## config.mk

```make
export PLATFORM = sky130hd
export DESIGN_NAME = counter_seq_ctrl
export DESIGN_NICKNAME = d
export VERILOG_FILES = /design/src/rtl/counter_pkg.sv /design/src/rtl/counter_seq_reps.sv /design/src/rtl/counter_seq_ctrl.sv
export SDC_FILE = /design/constraint.sdc
export NUM_CORES = 1
export LEC_CHECK = 0
export CAP_MARGIN = 20
export CORE_MARGIN = 2
export CORE_UTILIZATION = 43
export DETAILED_ROUTE_END_ITERATION = 8
export PLACE_DENSITY = 0.82
export SLEW_MARGIN = 15
export SYNTH_ARGS = -nofsm -noshare
export SYNTH_HDL_FRONTEND = slang
export SYNTH_SLANG_ARGS = --single-unit
```

## constraint.sdc

```tcl
create_clock -name clk_in -period 2.2 [get_ports clk_in]
set_input_delay 0.22 -clock clk_in [delete_from_list [all_inputs] [get_ports clk_in]]
set_output_delay 0.22 -clock clk_in [all_outputs]
set_load 0.02 [all_outputs]
```

## src/rtl/counter_pkg.sv

```systemverilog
// Shared types and default widths for the counter sequencer and its pass counter.
package counter_pkg;

    localparam int WIDTH_DEF = 8;
    localparam int REP_W_DEF = 4;

    typedef enum logic [1:0] {
        ST_IDLE = 2'd0,
        ST_LOAD = 2'd1,
        ST_RUN  = 2'd2,
        ST_DONE = 2'd3
    } seq_state_e;

    typedef struct packed {
        logic [WIDTH_DEF-1:0] start_val;
        logic [WIDTH_DEF-1:0] end_val;
        logic                 up;
        logic [REP_W_DEF-1:0] reps;
    } seq_cmd_t;

endpackage

```

## src/rtl/counter_seq_reps.sv

```systemverilog
// Pass counter: holds the requested repeat count, tracks the current pass index
// and flags when the current pass is the final one.
module counter_seq_reps
    import counter_pkg::*;
#(
    parameter int REP_W = REP_W_DEF
) (
    input  logic             clk_in,
    input  logic             rst_in,
    input  logic             load_in,
    input  logic [REP_W-1:0] reps_in,
    input  logic             inc_in,
    output logic [REP_W-1:0] pass_out,
    output logic             last_out
);

    logic [REP_W-1:0] reps_q, reps_d;
    logic [REP_W-1:0] pass_q, pass_d;

    always_comb begin
        reps_d = reps_q;
        pass_d = pass_q;
        if (load_in) begin
            reps_d = reps_in;
            pass_d = '0;
        end else if (inc_in) begin
            pass_d = pass_q + 1'b1;
        end
    end

    always_ff @(posedge clk_in) begin
        if (rst_in) begin
            reps_q <= '0;
            pass_q <= '0;
        end else begin
            reps_q <= reps_d;
            pass_q <= pass_d;
        end
    end

    assign pass_out = pass_q;
    assign last_out = (pass_q == reps_q);

endmodule

```

## src/rtl/counter_seq_ctrl.sv

```systemverilog
// Sequencer for an external up/down counter: loads the start value, lets the
// counter run to the end value, repeats for the requested passes, then pulses done.
module counter_seq_ctrl
    import counter_pkg::*;
#(
    parameter int WIDTH = WIDTH_DEF,
    parameter int REP_W = REP_W_DEF
) (
    input  logic             clk_in,
    input  logic             rst_in,
    input  logic             cmd_valid_in,
    output logic             cmd_ready_out,
    input  logic [WIDTH-1:0] cmd_start_in,
    input  logic [WIDTH-1:0] cmd_end_in,
    input  logic             cmd_up_in,
    input  logic [REP_W-1:0] cmd_reps_in,
    input  logic             abort_in,
    input  logic [WIDTH-1:0] cnt_val_in,
    output logic             cnt_en_out,
    output logic             cnt_set_out,
    output logic             cnt_up_out,
    output logic [WIDTH-1:0] cnt_load_out,
    output logic             busy_out,
    output logic             done_out,
    output logic [REP_W-1:0] pass_out
);

    seq_state_e       state_q, state_d;
    logic [WIDTH-1:0] start_q, start_d;
    logic [WIDTH-1:0] end_q, end_d;
    logic             up_q, up_d;
    logic             accept;
    logic             pass_inc;
    logic             pass_last;
    logic [REP_W-1:0] pass_val;

    counter_seq_reps #(.REP_W(REP_W)) u_reps (
        .clk_in   (clk_in),
        .rst_in   (rst_in),
        .load_in  (accept),
        .reps_in  (cmd_reps_in),
        .inc_in   (pass_inc),
        .pass_out (pass_val),
        .last_out (pass_last)
    );

    always_comb begin
        state_d       = state_q;
        start_d       = start_q;
        end_d         = end_q;
        up_d          = up_q;
        accept        = 1'b0;
        pass_inc      = 1'b0;
        cmd_ready_out = 1'b0;
        cnt_en_out    = 1'b0;
        cnt_set_out   = 1'b0;
        cnt_up_out    = 1'b0;
        cnt_load_out  = '0;
        done_out      = 1'b0;
        busy_out      = (state_q != ST_IDLE);

        unique case (state_q)
            ST_IDLE: begin
                cmd_ready_out = 1'b1;
                if (cmd_valid_in) begin
                    accept  = 1'b1;
                    start_d = cmd_start_in;
                    end_d   = cmd_end_in;
                    up_d    = cmd_up_in;
                    state_d = ST_LOAD;
                end
            end
            ST_LOAD: begin
                if (abort_in) begin
                    state_d = ST_IDLE;
                end else begin
                    cnt_en_out   = 1'b1;
                    cnt_set_out  = 1'b1;
                    cnt_up_out   = up_q;
                    cnt_load_out = start_q;
                    state_d      = ST_RUN;
                end
            end
            ST_RUN: begin
                cnt_up_out = up_q;
                if (abort_in) begin
                    state_d = ST_IDLE;
                end else if (cnt_val_in == end_q) begin
                    if (pass_last) begin
                        state_d = ST_DONE;
                    end else begin
                        pass_inc = 1'b1;
                        state_d  = ST_LOAD;
                    end
                end else begin
                    cnt_en_out = 1'b1;
                end
            end
            ST_DONE: begin
                done_out = 1'b1;
                state_d  = ST_IDLE;
            end
            default: state_d = ST_IDLE;
        endcase

        // Reset silences every output so the counter keeps its contents.
        if (rst_in) begin
            accept        = 1'b0;
            pass_inc      = 1'b0;
            cmd_ready_out = 1'b0;
            cnt_en_out    = 1'b0;
            cnt_set_out   = 1'b0;
            cnt_up_out    = 1'b0;
            cnt_load_out  = '0;
            done_out      = 1'b0;
            busy_out      = 1'b0;
        end
    end

    always_ff @(posedge clk_in) begin
        if (rst_in) begin
            state_q <= ST_IDLE;
            start_q <= '0;
            end_q   <= '0;
            up_q    <= 1'b0;
        end else begin
            state_q <= state_d;
            start_q <= start_d;
            end_q   <= end_d;
            up_q    <= up_d;
        end
    end

    assign pass_out = rst_in ? '0 : pass_val;

endmodule
```

After elaboration in Yosys (flattened, before gate mapping) --
Cells that the tools add are included.
Word-level totals: logic and storage cells 52, bits of input ports 33, flip-flop bits (word level) 27
Cells by class: muxes and demuxes 33, add/sub/neg operators 1, equality and inequality tests 7, reduce and logical (&&, ||, !) cells 5
Operators with widths (number):
- $mux W8 | 3
- $mux W1 | 21
- $mux W2 | 5
- $eq A8 B8 Y1 | 1
- $pmux W2 S4 | 1
- $add A4 B1 Y4 const B | 1
- $eq A2 B2 Y1 const B | 2
- $eq A4 B4 Y1 | 1
- $mux W4 | 1
- $pmux W1 S2 | 2
- $reduce_and A2 Y1 | 2
- $ne A3 B3 Y1 const B | 1
- $eq A2 B1 Y1 const B | 1
- $logic_not A2 Y1 | 1
- $ne A2 B2 Y1 const B | 1
- $reduce_bool A2 Y1 | 1
- $reduce_or A2 Y1 | 1

Logic depth before layout (Yosys ltp) --
depth after elaboration 6, gate-level depth with buffers 7

By module --
A second synthesis with hierarchy kept.
Second synthesis, totals: cells, all modules 167, area, all modules 1387.6 sq um
Modules (own cells, without submodules):
- counter_seq_ctrl | cells each 132, area each 1028.5 sq um, times used 1
- counter_seq_reps | cells each 35, area each 359.1 sq um, times used 1

Worst setup path before layout --
Ideal clock, no wire load.
path type register to output, start point reg end_q[1], end point out cnt_en_out, data arrival time 1535 ps, buffers on the path 0, cell stages (with the launch flop) 6, slack 445 ps, required time 1980 ps, cells stage by stage dfxtp_1 > xor2_1 > nor4_4 > nand2_1 > a21oi_1 > nor4b_1
Between the ends: word-level cells in the longest chain between the ends 5
Ends and longest elaborated chain:
- start, declared | RTL line counter_seq_ctrl.sv:30 | logic [WIDTH-1:0] end_q, end_d;
- start signal, assigned | RTL line counter_seq_ctrl.sv:129 | end_q <= end_d;
- $eq A8 B8 Y1 | RTL line counter_seq_ctrl.sv:88 | end else if (cnt_val_in == end_q) begin
- $mux W1 | RTL line counter_seq_ctrl.sv:88
- $mux W1 | RTL line counter_seq_ctrl.sv:86 | if (abort_in) begin
- $pmux W1 S2 | RTL line counter_seq_ctrl.sv:62 | unique case (state_q)
- $mux W1 | RTL line counter_seq_ctrl.sv:107 | if (rst_in) begin
- end, declared | RTL line counter_seq_ctrl.sv:19 | output logic cnt_en_out,
Every way passes these cells.

Final worst setup path --
start point reg state_q[0], end point out cmd_ready_out
Between the ends: word-level cells in the longest chain between the ends 3
Ends and longest elaborated chain:
- start, declared | RTL line counter_seq_ctrl.sv:28 | seq_state_e state_q, state_d;
- start signal, assigned | RTL line counter_seq_ctrl.sv:127 | state_q <= state_d;
- $logic_not A2 Y1 | RTL line counter_seq_ctrl.sv:62
- $mux W1 | RTL line counter_seq_ctrl.sv:62
- $mux W1 | RTL line counter_seq_ctrl.sv:107
- end, declared | RTL line counter_seq_ctrl.sv:12 | output logic cmd_ready_out,
Every way passes these cells.

==> impl_metrics.ini <==
[sta]
drv_slew = 0
finalHoldViolCount = 0
relSlewSlack_pct = 46.27
skew_ns = 0.004563
setup_violations = 0
worst_slew_pin_slew_ns = 0.8060
final.min_clock_period_ns = 2.072
period_share_pct = 94.20
tns_ns = 0
rsz0062_at_grt = no
fmax_ghz = 0.4825
fin_hold_ws_ns = 0.4755

[hold_path]
hp-class = in -> reg
holdPathStages = 2
whs_endpoint = u_reps.reps_q[3]$_SDFFE_PP0P_
hold_path_startpoint = cmd_reps_in[3]

[finish]
num_antenna_cells = 0
area_growth_syn_to_layout_pct = 43.74
fin_nets = 218
drive_gt1_share_pct = 10.06

[global_route]
antenna_found_initial = 0
grt_max_degree = 22
grt_pass1_wl_um = 4512
grt.total_usage_pct = 16.86
grt_pass1_vias = 1059
grt_overflow_total = 0

[route]
wl_um = 2886
met2_length_um = 1395
postRouteAntennaNets = 0
drt-met1-wl_um = 1274
dr_wl_met3_um = 200
drtPass1Iterations = 7
drc_errors = 2
drt_iter0_markers = 32
wl_per_cell_um = 13.74
vias = 1108
via_per_inst = 5.276
dr.max_layer_used = met4

[logic_synthesis]
ys_types = 32
ys_ff_latch = 27
synth_area_leaders = dfxtp_1, a22o_1, xor2_1
syn_inst = 126
synth_area_leader_cell = dfxtp_1
synthesis.nets = 164
synth.avg_cell_area_um2 = 10.31
synth_common_cells = dfxtp_1, a22o_1, xor2_1
synth-seq-area-share_pct = 41.62
ys.flop_type = dfxtp_1
synth_warnings = 0
synth.most_common_cell = dfxtp_1
yosys.area.top_type_share_pct = 41.62
syn_area_um2 = 1299
synth-edff-count = 0
synthArstFlopShare_pct = 0

[setup_path]
cp-start-kind = flip-flop
cp_top_family = buffers and inverters
rrSetupSlack_ns = 0.31
cp_slowest_cell = clkdlybuf4s50_1
worstSetupPathType = reg -> out
crit_buf_inv = 2
crit_cells = 4
required_ns = 1.98
slowest_delay_ns = 0.62
timing.rr.start = state_q[0]$_SDFFE_PP0P_
end_kind = output port
r2r_cells = 5
timing.rr.end = end_q[6]$_SDFFE_PP0P_
crit_arrival_ns = 1.85
cp_max_fo = 6
path_cells = inv_1 > ha_1 > nor2b_1 > clkdlybuf4s50_1

[floorplan]
io_pins = 51
die_x_um = 58.96
start_util_pct = 46.30
core_um2 = 2805
die_h_um = 58.96
rows = 19
die_area_um2 = 3476

[power_and_ir_drop]
switching_share_pct = 27.20
clkPwrFrac_pct = 21.9
p_leak_uw = 0.0008666
p_sw_uw = 268.4
pwr_density_cell_nw_per_um2 = 528.5
internal_power_uw = 718.3
power_frac_comb_pct = 22.7
power.share.sequential_pct = 55.4
irDropWorstVdd_uv = 321.3

[clocking]
clk_pin_slew_ns = 0.15
clock_tree.htree_level_count = 1
cts_tree = yes
postCtsSetupBuffers = 0
clk_path_buf_depth = 2
numCtsBuffers = 3
cts_sinks = 27
clk-insertion-delay-late_ns = 0.32
clk_root_buffer_cell = clkbuf_4

[placement]
port_buffers = 50
hpwlAfterDp_um = 2216
globalplace.congestion = 0.8357

[run_status]
outcome = finished with violations
failed_checks = design-rule violations

[job]
maxCapViolCount = 0
[layout by cell type (no fill, tap or decap), types with 2 or more instances in the layout]
master	synthesis	final
dlymetal6s2s_1	0	2
nor2_1	2	2
a21oi_1	4	4
inv_1	5	5
a22o_1	20	20
clkbuf_4	0	3
nand2_1	5	5
nor4_1	2	2
buf_4	0	5
dfxtp_1	27	27
and2_1	11	11
nor4_4	2	2
dlygate4sd2_1	0	8
nor2b_1	7	7
clkdlybuf4s50_1	0	39
ha_1	5	5
xor2_1	12	12
[final cells by class]
class                           instances  area, um^2
Sequential cell                        27       540.5
Clock buffer                            3       22.52
Clock inverter                          1       7.507
Timing Repair Buffer                   55       528.0
Tap cell                               31       38.79
Fill cell                             233       938.4
Multi-Input combinational cell         88       710.7
Inverter                                5       18.77
[registers in the layout (all words and copies together), names as in the netlist]
signal and cells:
u_reps.pass_out 4, u_reps.reps_q 4, state_q 2, start_q 8, up_q 1, end_q 8
[worst max-delay path by stage]
stage                                  startpoint             to
after floorplan             end_q[1]$_SDFFE_PP0P_     cnt_en_out
after global placement              cnt_val_in[6]     cnt_en_out
after detailed placement            cnt_val_in[7]     cnt_en_out
after CTS                 state_q[0]$_SDFFE_PP0P_     cnt_up_out
after global routing      state_q[1]$_SDFFE_PP0P_  cmd_ready_out
final                     state_q[0]$_SDFFE_PP0P_  cmd_ready_out
[what timing repair did]
item                                    in CTS  in global routing
endpoints found under the hold margin        0                  0
hold buffers                                 0                  0
pin swaps                                    0                  0
gates resized for setup                     10                  5
endpoints found under the setup margin      10                  3
[per-stage QoR]
| stage | worst slack [ns] | std cells | power (uW) | util (%) | instance area, um^2 |
|---|---|---|---|---|---|
| after floorplan | 0.4446 | 126 | 677.0 | - | 1299 |
| after global placement | -0.1097 | 206 | 773.9 | 65.79 | 1846 |
| after detailed placement | -0.1232 | 206 | 782.9 | 65.79 | 1846 |
| after CTS | 0.01871 | 210 | 995.4 | 66.50 | 1866 |
| after global routing | 0.01111 | 210 | 1037 | 66.55 | 1867 |
| final | 0.1276 | 210 | 986.7 | 66.55 | 1867 |
[metal layers]
layer  track usage [%]  vias to the layer above
li1                  -                      555
met1             21.17                      507
met2             28.41                       44
met3             3.077                        2
met4             6.818                        0
met5                 0                        -
[power groups by stage]
stage | Sequential (uW) | Combinational [uW] | Clock (uW)
3_3_place_gp | 554 | 220 | 0
4_1_cts | 546 | 226 | 223
5_1_grt | 550 | 241 | 245
3_5_place_dp | 556 | 227 | 0
6_report | 546 | 224 | 216
2_1_floorplan | 550 | 127 | 0
[cells by family (layout without fill, tap and decap cells)]
kind of cell	after synthesis	after routing	synth area share [%]
xor+xnor	13	13	8.767
buf+inv	11	64	3.757
compound gates	33	33	20.81
fa+ha+maj	5	5	4.817
flops	27	27	41.62
simple gates	37	37	20.23
(Power assumes the default switching activity.)
